File: src/rtl/dec8b10b_lanes_sync_if.sv
// Word bus between the deserializer/aligner and the multi-lane 8b/10b decoder.
// The master side drives the raw symbols; the slave side returns decoded bytes and status.
interface dec8b10b_lanes_sync_if #(parameter int SYMS = 2);
  logic                ena;
  logic [10*SYMS-1:0]  datain;
  logic                rdforce;
  logic                rdin;
  logic                valid;
  logic [8*SYMS-1:0]   dataout;
  logic [SYMS-1:0]     kout;
  logic [SYMS-1:0]     kerr;
  logic [SYMS-1:0]     rderr;
  logic                rdout;
  logic                sync_status;
  logic [2:0]          err_credit;

  modport master (output ena, datain, rdforce, rdin,
                  input  valid, dataout, kout, kerr, rderr, rdout, sync_status, err_credit);
  modport slave  (input  ena, datain, rdforce, rdin,
                  output valid, dataout, kout, kerr, rderr, rdout, sync_status, err_credit);
endinterface

File: src/rtl/dec8b10b_lanes_sync.sv
// SYMS-lane 8b/10b decoder with running disparity chained lane to lane,
// plus a comma-driven word-sync FSM with error-credit hysteresis.
module dec8b10b_lanes_sync #(
  parameter int SYMS       = 2,
  parameter int ACQ_COMMAS = 3,
  parameter int LOSS_ERRS  = 4,
  parameter int GOOD_RUN   = 4
) (
  input logic                  clk,
  input logic                  reset,
  dec8b10b_lanes_sync_if.slave bus
);
  localparam logic [8:0] ACQ_N  = 9'(ACQ_COMMAS);
  localparam logic [8:0] GOOD_N = 9'(GOOD_RUN);
  localparam logic [3:0] LOSS_N = 4'(LOSS_ERRS);

  typedef enum logic [1:0] {LOSS_OF_SYNC = 2'd0, ACQUIRE = 2'd1, SYNCED = 2'd2} state_t;

  // {exists, EDCBA} for a 6b sub-block written abcdei with a as MSB
  function automatic logic [5:0] dec6(input logic [5:0] s);
    case (s)
      6'b100111, 6'b011000: dec6 = {1'b1, 5'd0};
      6'b011101, 6'b100010: dec6 = {1'b1, 5'd1};
      6'b101101, 6'b010010: dec6 = {1'b1, 5'd2};
      6'b110001:            dec6 = {1'b1, 5'd3};
      6'b110101, 6'b001010: dec6 = {1'b1, 5'd4};
      6'b101001:            dec6 = {1'b1, 5'd5};
      6'b011001:            dec6 = {1'b1, 5'd6};
      6'b111000, 6'b000111: dec6 = {1'b1, 5'd7};
      6'b111001, 6'b000110: dec6 = {1'b1, 5'd8};
      6'b100101:            dec6 = {1'b1, 5'd9};
      6'b010101:            dec6 = {1'b1, 5'd10};
      6'b110100:            dec6 = {1'b1, 5'd11};
      6'b001101:            dec6 = {1'b1, 5'd12};
      6'b101100:            dec6 = {1'b1, 5'd13};
      6'b011100:            dec6 = {1'b1, 5'd14};
      6'b010111, 6'b101000: dec6 = {1'b1, 5'd15};
      6'b011011, 6'b100100: dec6 = {1'b1, 5'd16};
      6'b100011:            dec6 = {1'b1, 5'd17};
      6'b010011:            dec6 = {1'b1, 5'd18};
      6'b110010:            dec6 = {1'b1, 5'd19};
      6'b001011:            dec6 = {1'b1, 5'd20};
      6'b101010:            dec6 = {1'b1, 5'd21};
      6'b011010:            dec6 = {1'b1, 5'd22};
      6'b111010, 6'b000101: dec6 = {1'b1, 5'd23};
      6'b110011, 6'b001100: dec6 = {1'b1, 5'd24};
      6'b100110:            dec6 = {1'b1, 5'd25};
      6'b010110:            dec6 = {1'b1, 5'd26};
      6'b110110, 6'b001001: dec6 = {1'b1, 5'd27};
      6'b001110, 6'b001111, 6'b110000: dec6 = {1'b1, 5'd28};
      6'b101110, 6'b010001: dec6 = {1'b1, 5'd29};
      6'b011110, 6'b100001: dec6 = {1'b1, 5'd30};
      6'b101011, 6'b010100: dec6 = {1'b1, 5'd31};
      default:              dec6 = 6'd0;
    endcase
  endfunction

  function automatic logic [2:0] dec4(input logic [3:0] f);
    case (f)
      4'b1011, 4'b0100: dec4 = 3'd0;
      4'b1001:          dec4 = 3'd1;
      4'b0101:          dec4 = 3'd2;
      4'b1100, 4'b0011: dec4 = 3'd3;
      4'b1101, 4'b0010: dec4 = 3'd4;
      4'b1010:          dec4 = 3'd5;
      4'b0110:          dec4 = 3'd6;
      default:          dec4 = 3'd7;
    endcase
  endfunction

  function automatic logic is_k28(input logic [5:0] s);
    is_k28 = (s == 6'b001111) || (s == 6'b110000);
  endfunction

  function automatic logic is_kx7(input logic [5:0] s, input logic [3:0] f);
    is_kx7 = ((f == 4'b0111) && (s inside {6'b000101, 6'b001001, 6'b010001, 6'b100001})) ||
             ((f == 4'b1000) && (s inside {6'b111010, 6'b110110, 6'b101110, 6'b011110}));
  endfunction

  // Whole-symbol legality when entering with running disparity r (1 = RD+)
  function automatic logic legal_at(input logic [5:0] s, input logic [3:0] f, input logic r);
    logic [5:0] d6;
    logic [2:0] n6;
    logic [2:0] n4;
    logic       mid;
    logic       ok;
    d6  = dec6(s);
    n6  = 3'($countones(s));
    n4  = 3'($countones(f));
    ok  = d6[5];
    if (n6 == 3'd4) ok = ok & ~r;
    else if (n6 == 3'd2) ok = ok & r;
    else if (s == 6'b111000) ok = ok & ~r;
    else if (s == 6'b000111) ok = ok & r;
    else ok = ok;
    mid = (n6 == 3'd4) ? 1'b1 : ((n6 == 3'd2) ? 1'b0 : r);
    case (n4)
      3'd3:    ok = ok & ~mid;
      3'd1:    ok = ok & mid;
      3'd2:    ok = ok & ((f == 4'b1100) ? ~mid : ((f == 4'b0011) ? mid : 1'b1));
      default: ok = 1'b0;
    endcase
    // P7 is replaced by A7 where it would create a run of five; K28 never uses P7
    case (f)
      4'b1110: ok = ok & ~(is_k28(s) || (s inside {6'b100011, 6'b010011, 6'b001011}));
      4'b0001: ok = ok & ~(is_k28(s) || (s inside {6'b110100, 6'b101100, 6'b011100}));
      4'b0111: ok = ok & ((s inside {6'b100011, 6'b010011, 6'b001011, 6'b110000}) || is_kx7(s, f));
      4'b1000: ok = ok & ((s inside {6'b110100, 6'b101100, 6'b011100, 6'b001111}) || is_kx7(s, f));
      default: ok = ok;
    endcase
    legal_at = ok;
  endfunction

  logic [8*SYMS-1:0] dat_s;
  logic [SYMS-1:0]   k_s, kerr_s, rderr_s;
  logic              rd_s, comma_s, werr_s;
  logic              rd_r;
  state_t            state_r, state_n;
  logic [7:0]        acq_r, acq_n, good_r, good_n;
  logic [2:0]        credit_r, credit_n;
  logic [8:0]        acq_inc_s, good_inc_s;
  logic [3:0]        cred_inc_s;

  // Per-lane decode, running disparity flows from lane 0 to lane SYMS-1
  always_comb begin : decode
    logic       rd_c, ln, lp;
    logic [9:0] w;
    logic [5:0] s, x6;
    logic [3:0] f;
    logic [2:0] y;
    logic [3:0] n10;
    dat_s   = '0;
    k_s     = '0;
    kerr_s  = '0;
    rderr_s = '0;
    comma_s = 1'b0;
    werr_s  = 1'b0;
    rd_c    = bus.rdforce ? bus.rdin : rd_r;
    for (int k = 0; k < SYMS; k++) begin
      w   = bus.datain[10*k +: 10];
      s   = {w[0], w[1], w[2], w[3], w[4], w[5]};
      f   = {w[6], w[7], w[8], w[9]};
      x6  = dec6(s);
      y   = (s == 6'b110000) ? dec4(~f) : dec4(f);
      ln  = legal_at(s, f, 1'b0);
      lp  = legal_at(s, f, 1'b1);
      n10 = 4'($countones(w));
      if (!x6[5] || !(ln || lp)) begin
        kerr_s[k] = 1'b1;
      end else begin
        dat_s[8*k +: 8] = {y, x6[4:0]};
        k_s[k]          = is_k28(s) || is_kx7(s, f);
        rderr_s[k]      = rd_c ? ~lp : ~ln;
        if (is_k28(s) && (y inside {3'd1, 3'd5, 3'd7}) && !rderr_s[k]) comma_s = 1'b1;
        else comma_s = comma_s;
        if (n10 == 4'd6) rd_c = 1'b1;
        else if (n10 == 4'd4) rd_c = 1'b0;
        else rd_c = rd_c;
      end
      werr_s = werr_s | kerr_s[k] | rderr_s[k];
    end
    rd_s = rd_c;
  end

  // Sync FSM next state and counters; applied only on qualified words
  always_comb begin
    state_n    = state_r;
    acq_n      = acq_r;
    good_n     = good_r;
    credit_n   = credit_r;
    acq_inc_s  = {1'b0, acq_r} + 9'd1;
    good_inc_s = {1'b0, good_r} + 9'd1;
    cred_inc_s = {1'b0, credit_r} + 4'd1;
    case (state_r)
      LOSS_OF_SYNC: begin
        if (comma_s && !werr_s) begin
          acq_n = 8'd1;
          if (ACQ_N <= 9'd1) begin
            state_n  = SYNCED;
            credit_n = 3'd0;
            good_n   = 8'd0;
          end else begin
            state_n = ACQUIRE;
          end
        end else begin
          acq_n = 8'd0;
        end
      end
      ACQUIRE: begin
        if (werr_s) begin
          state_n = LOSS_OF_SYNC;
          acq_n   = 8'd0;
        end else if (comma_s) begin
          acq_n = acq_inc_s[8] ? acq_r : acq_inc_s[7:0];
          if (acq_inc_s >= ACQ_N) begin
            state_n  = SYNCED;
            credit_n = 3'd0;
            good_n   = 8'd0;
          end else begin
            state_n = ACQUIRE;
          end
        end else begin
          acq_n = acq_r;
        end
      end
      SYNCED: begin
        if (werr_s) begin
          good_n = 8'd0;
          if (cred_inc_s >= LOSS_N) begin
            state_n  = LOSS_OF_SYNC;
            credit_n = 3'd0;
            acq_n    = 8'd0;
          end else begin
            credit_n = cred_inc_s[2:0];
          end
        end else if (good_inc_s >= GOOD_N) begin
          // a full good run refunds one credit, otherwise the run counter parks
          if (credit_r != 3'd0) begin
            credit_n = credit_r - 3'd1;
            good_n   = 8'd0;
          end else begin
            good_n = GOOD_N[7:0];
          end
        end else begin
          good_n = good_inc_s[7:0];
        end
      end
      default: state_n = LOSS_OF_SYNC;
    endcase
  end

  // Output, running-disparity and FSM registers
  always_ff @(posedge clk) begin
    if (reset) begin
      bus.valid       <= 1'b0;
      bus.dataout     <= '0;
      bus.kout        <= '0;
      bus.kerr        <= '0;
      bus.rderr       <= '0;
      bus.sync_status <= 1'b0;
      rd_r            <= 1'b0;
      state_r         <= LOSS_OF_SYNC;
      acq_r           <= 8'd0;
      good_r          <= 8'd0;
      credit_r        <= 3'd0;
    end else begin
      bus.valid <= bus.ena;
      if (bus.ena) begin
        bus.dataout     <= dat_s;
        bus.kout        <= k_s;
        bus.kerr        <= kerr_s;
        bus.rderr       <= rderr_s;
        bus.sync_status <= (state_n == SYNCED);
        rd_r            <= rd_s;
        state_r         <= state_n;
        acq_r           <= acq_n;
        good_r          <= good_n;
        credit_r        <= credit_n;
      end
    end
  end

  assign bus.rdout      = rd_r;
  assign bus.err_credit = credit_r;
endmodule

File: src/flat_wrapper.sv
// flat-port wrapper written by rule: the top's interface ports become plain ports
module dec8b10b_lanes_sync_flat 
#(
  parameter int SYMS       = 2,
  parameter int ACQ_COMMAS = 3,
  parameter int LOSS_ERRS  = 4,
  parameter int GOOD_RUN   = 4
)
  (clk, reset, bus_ena, bus_datain, bus_rdforce, bus_rdin, bus_valid, bus_dataout, bus_kout, bus_kerr, bus_rderr, bus_rdout, bus_sync_status, bus_err_credit);
  dec8b10b_lanes_sync_if #(.SYMS(SYMS)) bus_i ();
  input logic clk;
  input logic reset;
  input wire logic [$bits(bus_i.ena)-1:0] bus_ena;
  input wire logic [$bits(bus_i.datain)-1:0] bus_datain;
  input wire logic [$bits(bus_i.rdforce)-1:0] bus_rdforce;
  input wire logic [$bits(bus_i.rdin)-1:0] bus_rdin;
  output wire logic [$bits(bus_i.valid)-1:0] bus_valid;
  output wire logic [$bits(bus_i.dataout)-1:0] bus_dataout;
  output wire logic [$bits(bus_i.kout)-1:0] bus_kout;
  output wire logic [$bits(bus_i.kerr)-1:0] bus_kerr;
  output wire logic [$bits(bus_i.rderr)-1:0] bus_rderr;
  output wire logic [$bits(bus_i.rdout)-1:0] bus_rdout;
  output wire logic [$bits(bus_i.sync_status)-1:0] bus_sync_status;
  output wire logic [$bits(bus_i.err_credit)-1:0] bus_err_credit;
  assign bus_i.ena = bus_ena;
  assign bus_i.datain = bus_datain;
  assign bus_i.rdforce = bus_rdforce;
  assign bus_i.rdin = bus_rdin;
  assign bus_valid = bus_i.valid;
  assign bus_dataout = bus_i.dataout;
  assign bus_kout = bus_i.kout;
  assign bus_kerr = bus_i.kerr;
  assign bus_rderr = bus_i.rderr;
  assign bus_rdout = bus_i.rdout;
  assign bus_sync_status = bus_i.sync_status;
  assign bus_err_credit = bus_i.err_credit;
  dec8b10b_lanes_sync #(.SYMS(SYMS), .ACQ_COMMAS(ACQ_COMMAS), .LOSS_ERRS(LOSS_ERRS), .GOOD_RUN(GOOD_RUN)) u_core (.clk(clk), .reset(reset), .bus(bus_i));
endmodule
File: config.mk
export PLATFORM = sky130hd
export DESIGN_NAME = dec8b10b_lanes_sync_flat
export DESIGN_NICKNAME = d
export VERILOG_FILES = /design/src/rtl/dec8b10b_lanes_sync_if.sv /design/src/rtl/dec8b10b_lanes_sync.sv /design/src/flat_wrapper.sv
export SDC_FILE = /design/constraint.sdc
export NUM_CORES = 1
export LEC_CHECK = 0
export CORE_ASPECT_RATIO = 0.9
export CORE_MARGIN = 2
export CORE_UTILIZATION = 39
export DETAILED_ROUTE_END_ITERATION = 10
export REMOVE_ABC_BUFFERS = 1
export SLEW_MARGIN = 20
export SYNTH_ARGS = -nofsm -noshare
export SYNTH_HDL_FRONTEND = slang
export SYNTH_SLANG_ARGS = --single-unit
File: constraint.sdc
create_clock -name clk -period 5.75 [get_ports clk]
set_input_delay 1.15 -clock clk [delete_from_list [all_inputs] [get_ports clk]]
set_output_delay 1.15 -clock clk [all_outputs]
set_load 0.01 [all_outputs]
=== After elaboration in Yosys (flattened, before gate mapping) ===
Memories as Yosys holds them, arrays and structs flattened.
Index checks and enable logic that the tools add are counted.

* Word-level logic and storage cells: 320
* Memories kept: 10
* Input port bits: 25
* ROM bits: 2496
* RAM bits: 0
* Output and inout port bits: 28
* Bits in registers: 46
* Latch bits: 0

{| class="wikitable"
|+ Memory list
! name !! words !! bits a word !! read ports !! clocked after Yosys merged registers in !! write ports !! RTL line !! text
|-
| (no name shown) || 64 || 6 || 1 || 0 || 0 || dec8b10b_lanes_sync.sv:21 || <nowiki>case (s)</nowiki>
|-
| (no name shown) || 64 || 6 || 1 || 0 || 0 || dec8b10b_lanes_sync.sv:21 ||
|-
| (no name shown) || 64 || 6 || 1 || 0 || 0 || dec8b10b_lanes_sync.sv:21 ||
|-
| (no name shown) || 64 || 6 || 1 || 0 || 0 || dec8b10b_lanes_sync.sv:21 ||
|-
| (no name shown) || 64 || 6 || 1 || 0 || 0 || dec8b10b_lanes_sync.sv:21 ||
|-
| (no name shown) || 64 || 6 || 1 || 0 || 0 || dec8b10b_lanes_sync.sv:21 ||
|-
| +4 memories || n/a || n/a || n/a || n/a || n/a || n/a ||
|}

* Multipliers: 0
* Reduce and logical (&&, ||, !) cells: 55
* Equality and inequality tests: 80
* Bitwise operators: 45
* $lt $le $gt $ge: 3
* Add/subtract/negate cells: 28
* Divide/modulo/power cells: 0
* Muxes and demuxes: 88
* Shifts and indexed selects: 0

{| class="wikitable"
|+ Operators by type and width
! kind !! count
|-
| 6-bit equality test, second input constant || 18
|-
| 8-bit 2-to-1 mux || 12
|-
| 6-bit by 5-bit equality test with 1-bit output, second input constant || 8
|-
| 1-bit 2-to-1 mux || 48
|-
| 6-bit by 4-bit equality test with 1-bit output, second input constant || 6
|-
| 4-bit adder || 8
|-
| 4-bit nonzero test || 8
|-
| 3-bit 2-to-1 mux || 10
|-
| 1-bit bitwise AND || 28
|-
| 4-bit by 3-bit equality test with 1-bit output, second input constant || 6
|-
| 4-bit equality test, second input constant || 6
|-
| 6-bit by 3-bit equality test with 1-bit output, second input constant || 4
|-
| 8-bit case mux with 3 select lines || 1
|-
| 3-bit nonzero test || 8
|-
| 1-bit by 1-bit adder with 2-bit output || 10
|-
| 3-bit adder || 6
|-
| 8-bit by 1-bit adder with 9-bit output, second input constant || 2
|-
| 3-bit by 2-bit equality test with 1-bit output, second input constant || 6
|-
| 3-bit equality test, second input constant || 6
|-
| 1-bit logical OR || 18
|-
| 1-bit case mux with 4 select lines || 4
|-
| 8-bit case mux with 2 select lines || 1
|-
| 3-bit by 1-bit equality test with 1-bit output, second input constant || 4
|-
| 2-bit 2-to-1 mux || 6
|-
| other kinds (26) || 65
|}

=== Logic depth before layout (Yosys ltp) ===
* Depth after elaboration: 25
* Depth in mapped cells: 18
* Gate-level depth less buffers: 17

=== Worst setup path after synthesis ===
Ideal clock, no wire load.

* Path kind: in2reg
* From: input port bus_datain[1]
* To: register u_core.acq_r[2]
* Slack: -0.053 ns
* Cell stages on the path: 18
* Path buffers: 1
* Setup time: 0.074 ns
* Data required time: 5.676 ns
* Data arrival time: 5.729 ns
* Path through: clkbuf_1 inv_1 ha_1 inv_1 fa_1 fa_1 fa_1 fa_1 nor4b_1 a31oi_1 nor4b_1 nor2_1 mux2i_1 and3_4 nand2_1 nand2b_1 or4_1 a31oi_1

* Cells in the longest elaborated chain, start to end: 22
* Elaborated cells between the ends (all ways): 117
* Those cells by class: 5 x add/sub; 28 x eq/ne; 33 x mux; 23 x bitwise; 25 x reduce/logical; 3 x memory

{| class="wikitable"
|+ RTL lines
! what !! RTL line !! text
|-
| start: declaration || flat_wrapper.sv:14 || <nowiki>input wire logic [$bits(bus_i.datain)-1:0] bus_datain;</nowiki>
|-
| 1-bit by 1-bit adder with 2-bit output (not written as such) || dec8b10b_lanes_sync.sv:88, dec8b10b_lanes_sync.sv:147 ||
|-
| 3-bit adder (not written as such) || dec8b10b_lanes_sync.sv:88 || <nowiki>n6 = 3'($countones(s));</nowiki>
|-
| 3-bit by 2-bit equality test with 1-bit output || dec8b10b_lanes_sync.sv:92, dec8b10b_lanes_sync.sv:96 ||
|-
| 1-bit 2-to-1 mux (2 in series) || dec8b10b_lanes_sync.sv:96 || <nowiki>mid = (n6 == 3'd4) ? 1'b1 : ((n6 == 3'd2) ? 1'b0 : r);</nowiki>
|-
| 1-bit 2-to-1 mux or 1-bit NOT (tied branches) || dec8b10b_lanes_sync.sv:100, dec8b10b_lanes_sync.sv:98 ||
|-
| 1-bit 2-to-1 mux || dec8b10b_lanes_sync.sv:100 || <nowiki>3'd2: ok = ok & ((f == 4'b1100) ? ~mid : ((f == 4'b0011) ? mid : 1'b1));</nowiki>
|-
| 1-bit bitwise AND || dec8b10b_lanes_sync.sv:100 ||
|-
| 1-bit case mux with 3 select lines || dec8b10b_lanes_sync.sv:97 || <nowiki>case (n4)</nowiki>
|-
| (+5 left out) || n/a ||
|-
| 1-bit 2-to-1 mux || dec8b10b_lanes_sync.sv:148 || <nowiki>if (!x6[5] || !(ln || lp)) begin</nowiki>
|-
| 1-bit 2-to-1 mux || dec8b10b_lanes_sync.sv:153 || <nowiki>rderr_s[k] = rd_c ? ~lp : ~ln;</nowiki>
|-
| 1-bit zero test || dec8b10b_lanes_sync.sv:154 || <nowiki>if (is_k28(s) && (y inside {3'd1, 3'd5, 3'd7}) && !rderr_s[k]) comma_s = 1'b1;</nowiki>
|-
| 1-bit logical AND || dec8b10b_lanes_sync.sv:154 ||
|-
| 1-bit 2-to-1 mux || dec8b10b_lanes_sync.sv:154 ||
|-
| 1-bit 2-to-1 mux || dec8b10b_lanes_sync.sv:148 ||
|-
| 3-bit by 1-bit != test with 1-bit output (no line) || n/a ||
|-
| 6-bit AND reduction (no line) || n/a ||
|-
| end signal: assignment || dec8b10b_lanes_sync.sv:256 || <nowiki>acq_r <= acq_n;</nowiki>
|-
| end: declaration || dec8b10b_lanes_sync.sv:119 || <nowiki>logic [7:0] acq_r, acq_n, good_r, good_n;</nowiki>
|}

Several ways; a longest one is shown, not always the timed one.
A chain may end at the register's enable or synchronous reset.

=== Worst setup path in the final report ===
* From: input port bus_datain[1]
* To: register u_core.credit_r[1], in the netlist u_core.bus.err_credit[1]

* Cells in the longest elaborated chain, start to end: 22
* Elaborated cells between the ends (all ways): 118
* Those cells by class: 5 x add/sub; 29 x eq/ne; 33 x mux; 23 x bitwise; 25 x reduce/logical; 3 x memory

{| class="wikitable"
|+ RTL lines
! what !! RTL line !! text
|-
| 1-bit by 1-bit adder with 2-bit output (not written as such) || dec8b10b_lanes_sync.sv:88, dec8b10b_lanes_sync.sv:147 ||
|-
| 3-bit adder (not written as such) || dec8b10b_lanes_sync.sv:88 ||
|-
| 3-bit by 2-bit equality test with 1-bit output || dec8b10b_lanes_sync.sv:92, dec8b10b_lanes_sync.sv:96 ||
|-
| 1-bit 2-to-1 mux (2 in series) || dec8b10b_lanes_sync.sv:96 ||
|-
| 1-bit 2-to-1 mux or 1-bit NOT (tied branches) || dec8b10b_lanes_sync.sv:100, dec8b10b_lanes_sync.sv:98 ||
|-
| 1-bit 2-to-1 mux || dec8b10b_lanes_sync.sv:100 ||
|-
| 1-bit bitwise AND || dec8b10b_lanes_sync.sv:100 ||
|-
| 1-bit case mux with 3 select lines || dec8b10b_lanes_sync.sv:97 ||
|-
| (+5 left out) || n/a ||
|-
| 1-bit 2-to-1 mux || dec8b10b_lanes_sync.sv:148 ||
|-
| 1-bit 2-to-1 mux || dec8b10b_lanes_sync.sv:153 ||
|-
| 1-bit zero test || dec8b10b_lanes_sync.sv:154 ||
|-
| 1-bit logical AND || dec8b10b_lanes_sync.sv:154 ||
|-
| 1-bit 2-to-1 mux || dec8b10b_lanes_sync.sv:154 ||
|-
| 1-bit 2-to-1 mux || dec8b10b_lanes_sync.sv:148 ||
|-
| 2-bit by 1-bit != test with 1-bit output (no line) || n/a ||
|-
| 7-bit AND reduction (no line) || n/a ||
|-
| end signal: assignment || dec8b10b_lanes_sync.sv:258 || <nowiki>credit_r <= credit_n;</nowiki>
|-
| end: declaration || dec8b10b_lanes_sync.sv:120 || <nowiki>logic [2:0] credit_r, credit_n;</nowiki>
|}

Several ways; a longest one is shown, not always the timed one.

==> flow_summary_export.csv <==
group,metric,value,unit
detailed_routing,drt-total-wl,15300,um
cts,cts-root-buf,"clkbuf_16",
floorplan,fp.dieH,118,um
logic_synthesis,yosys_warnings,0,
logic_synthesis,yosysSeqAreaShare,16.4,%
logic_synthesis,syn_area_per_cell,7.92,um2
detailed_routing,dr.pass1.iters,6,
logic_synthesis,ys_ff_latch,46,
logic_synthesis,synthTopCellsByCount,"67 x nand2_1, 64 x ha_1, 63 x o21ai_0",
logic_synthesis,synthTopCellsByArea,"dfxtp_1 16%, ha_1 14%, fa_1 5.7%",
floorplan,die-area,15300,um2
detailed_routing,ant_nets,0,
layout,drive_above_1_share,14.6,%
layout,antennaDiodeCount,0,
placement,hpwlAfterDp,12000,um
logic_synthesis,syn_area,5610,um2
global_routing,grt_pass1_wl,26100,um
layout,design_area,6890,um2
logic_synthesis,ys.flop_type,"dfxtp_1",
critical_path,crit_path_end_kind,"flop",
sta,fmaxAchievable,0.184,GHz
pwr,powerDensity,184,nW/um2
sta,fin_skew,0.00811,ns
detailed_routing,drcViolationCount,0,
logic_synthesis,synth_top_area_share,16.4,%
sta,period_share,94.7,%
floorplan,io_pins,53,
status,status,"finished, final reports clean",
critical_path,startpoint,"bus_datain[1]",
cts,cts_tree,"yes",
critical_path,critPathKind,"in -> reg",
layout,fill_cells,1376,
logic_synthesis,synth_cell_types,97,
critical_path,crit_top_cell,"fa_2",
floorplan,core.rowCount,41,
detailed_routing,vias_per_cell,5.67,
logic_synthesis,synth-async-reset-ratio,0,%
global_routing,grt_use_total,20.3,%
critical_path,reg2reg_from,"u_core.bus.rdout$_SDFFE_PP0P_",
global_routing,top_usage_layer,"met2",
logic_synthesis,synth-edff-count,0,
layout,final_nets,897,
cts,cts_buffer_depth,2,
global_routing,grt_antenna_before_repair,0,
sta,finalHoldViolCount,0,
placement,place_congestion,0.925,
floorplan,start_util,39.9,%
critical_path,cp-start-kind,"primary input",
placement,place_inst,976,
placement,placed_cell_area,6620,um2
sta,slew_viol_final,0,
logic_synthesis,synth.largest_area_cell,"dfxtp_1",
detailed_routing,first_iter_violations,582,
global_routing,met3_usage,2.50,%
critical_path,r2r-end,"u_core.acq_r[2]$_SDFFE_PP0P_",
cts,clkTransAtPathRegs,0.07,ns
global_routing,grt_pass1_vias,5418,
critical_path,arrival,5.59,ns
cts,clock_latency,0.29,ns
cts,cts.sinks,46,
placement,place_ws,-0.610,ns
global_routing,grt_use_met2,34.2,%
logic_synthesis,synthCells,708,
critical_path,reg2reg_slack,3.12,ns
worst_hold_path,worstHoldPathCells,1,
critical_path,crit_path_max_fanout,7,
logic_synthesis,yosysMostFrequentCell,"nand2_1",
global_routing,overflow,0,
placement,port_buffers,52,
worst_hold_path,holdCritPathClass,"reg -> reg",
floorplan,die_x,130,um
sta,post-route-min-period,5.45,ns
global_routing,grt_max_degree,31,
cts,cts_buffers,5,
critical_path,path_cells,"dlymetal6s2s_1, inv_1, ha_1, inv_1, fa_2, fa_1, fa_2, fa_2, nor4b_4, a31oi_4, a2111oi_4, nor2_2, mux2i_2, nand3_2, o32ai_4, o21ai_2, nor2_2, a211oi_2",
sta,slew_headroom,42.0,%
critical_path,r2r_cells,10,
pwr,max-vdd-ir-drop,0.000109,V
detailed_routing,drt-wirelength-per-cell,15.5,um
critical_path,crit_end,"u_core.bus.err_credit[1]$_SDFFE_PP0P_",
sta,setup_slack,0.302,ns
critical_path,crit_path_top_delay_cell,"fa_2",
detailed_routing,vias,5589,
pwr,p_leak,2.88,nW
layout,stdcell_count,986,
floorplan,coreArea,14100,um2
critical_path,cp.required,5.89,ns
sta,setup_viol,0,
cts,cts_htree_levels,2,
flow_run,maxCapViolations,0,
sta,tightest_slew,0.867,ns
layout,area_delta_synth_final,23.0,%
cts,ctsHoldBuffers,0,
global_routing,grtUsageMet1,28.2,%
sta,rsz0062_at_grt,"no",
critical_path,max_stage_delay,0.61,ns
[final cells by class]
class	instances	area [um2]	share of cell area, %
flip-flops and latches	46	921	13.4
multi-input cells	572	4430	64.2
inverters	63	236	3.43
clock inverters	2	13.8	0.200
well taps	193	241	3.50
clock buffers	6	129	1.87
repair buffers	104	926	13.4
[cells in the final DEF (no fill, tap or decap), types with 9 or more instances in the layout]
cell type	netlist	layout
and2_1	14	14
dfxtp_1	46	46
o211ai_1	15	15
fa_1	16	13
nor3_1	11	11
nor2_1	48	46
clkdlybuf4s50_1	0	46
nand3_1	25	25
buf_4	2	52
and3_1	9	9
o21ai_0	63	63
ha_1	64	62
a31oi_1	15	14
nand2b_1	10	10
a21oi_1	43	43
inv_1	61	56
a211oi_1	17	16
mux2i_1	11	10
nand2_1	67	67
[worst min path at each step]
stage	startpoint	to	slack, ns
floorplan	u_core.good_r[7]$_SDFFE_PP0P_	u_core.good_r[7]$_SDFFE_PP0P_	0.43
global placement	u_core.bus.dataout[9]$_SDFFE_PP0P_	u_core.bus.dataout[9]$_SDFFE_PP0P_	0.44
detailed placement	u_core.bus.dataout[0]$_SDFFE_PP0P_	u_core.bus.dataout[0]$_SDFFE_PP0P_	0.44
CTS	u_core.bus.dataout[0]$_SDFFE_PP0P_	u_core.bus.dataout[0]$_SDFFE_PP0P_	0.46
global route	u_core.bus.dataout[2]$_SDFFE_PP0P_	u_core.bus.dataout[2]$_SDFFE_PP0P_	0.49
finish	u_core.bus.dataout[0]$_SDFFE_PP0P_	u_core.bus.dataout[0]$_SDFFE_PP0P_	0.46
[sequential cells by signal, summed over array words and instances (netlist names), 2 cells and up]
name / count
u_core.state_r: 2
u_core.bus.dataout: 16
u_core.bus.kout: 2
u_core.good_r: 8
u_core.bus.rderr: 2
u_core.bus.err_credit: 3
u_core.bus.kerr: 2
u_core.acq_r: 8
[power breakdown]
| group | total [W] | switching, W | internal (W) |
|---|---|---|---|
| clock network | 0.000293 | 0.000131 | 0.000162 |
| registers | 0.000340 | 0.00000859 | 0.000332 |
| logic | 0.000635 | 0.000347 | 0.000288 |
| total | 0.00127 | 0.000487 | 0.000781 |
[timing repair]
action	in CTS	in global routing
pin swaps	4	11
setup endpoints to repair	22	22
setup buffers	1	1
resized for setup	9	19
[logic make-up (layout without fill, tap and decap cells)]
family | count (synthesis) | count (layout) | synth area share [%]
and+or+nand+nor | 224 | 224 | 20.8
xor gates and xnor gates | 7 | 7 | 1.23
muxes | 20 | 20 | 4.33
buffers and inverters | 90 | 175 | 6.47
DFF | 46 | 46 | 16.4
AOI/OAI and AO/OA | 238 | 238 | 30.2
adders and majority gates | 83 | 83 | 20.6
[per-stage QoR]
step	total power (W)	TNS (ns)	hold slack [ns]	util [%]
after detailed placement	0.000936	-12.34	0.443	47.1
after global placement	0.000921	-9.13	0.440	47.1
after global routing	0.00136	0	0.491	49.0
after CTS	0.00125	0	0.459	48.5
final	0.00127	0	0.456	49.0
after floorplan	0.000736	0	0.430	-
[per-layer routing]
layer	up-vias	routed length, um	part of all wire, %
li1	2770	-	-
met5	-	0	0
met1	2691	7240	47
met4	0	148	0.97
met2	116	7350	48
met3	12	540	3.5
[worst max-delay path: cells and delay by family]
family	cells	cell delay (ns)
simple gates	4	0.72
fa+ha+maj	5	2.11
compound gates	5	1.11
mux	1	0.25
buf+inv	3	0.24
Note: power is estimated with default switching activity, not from simulation.
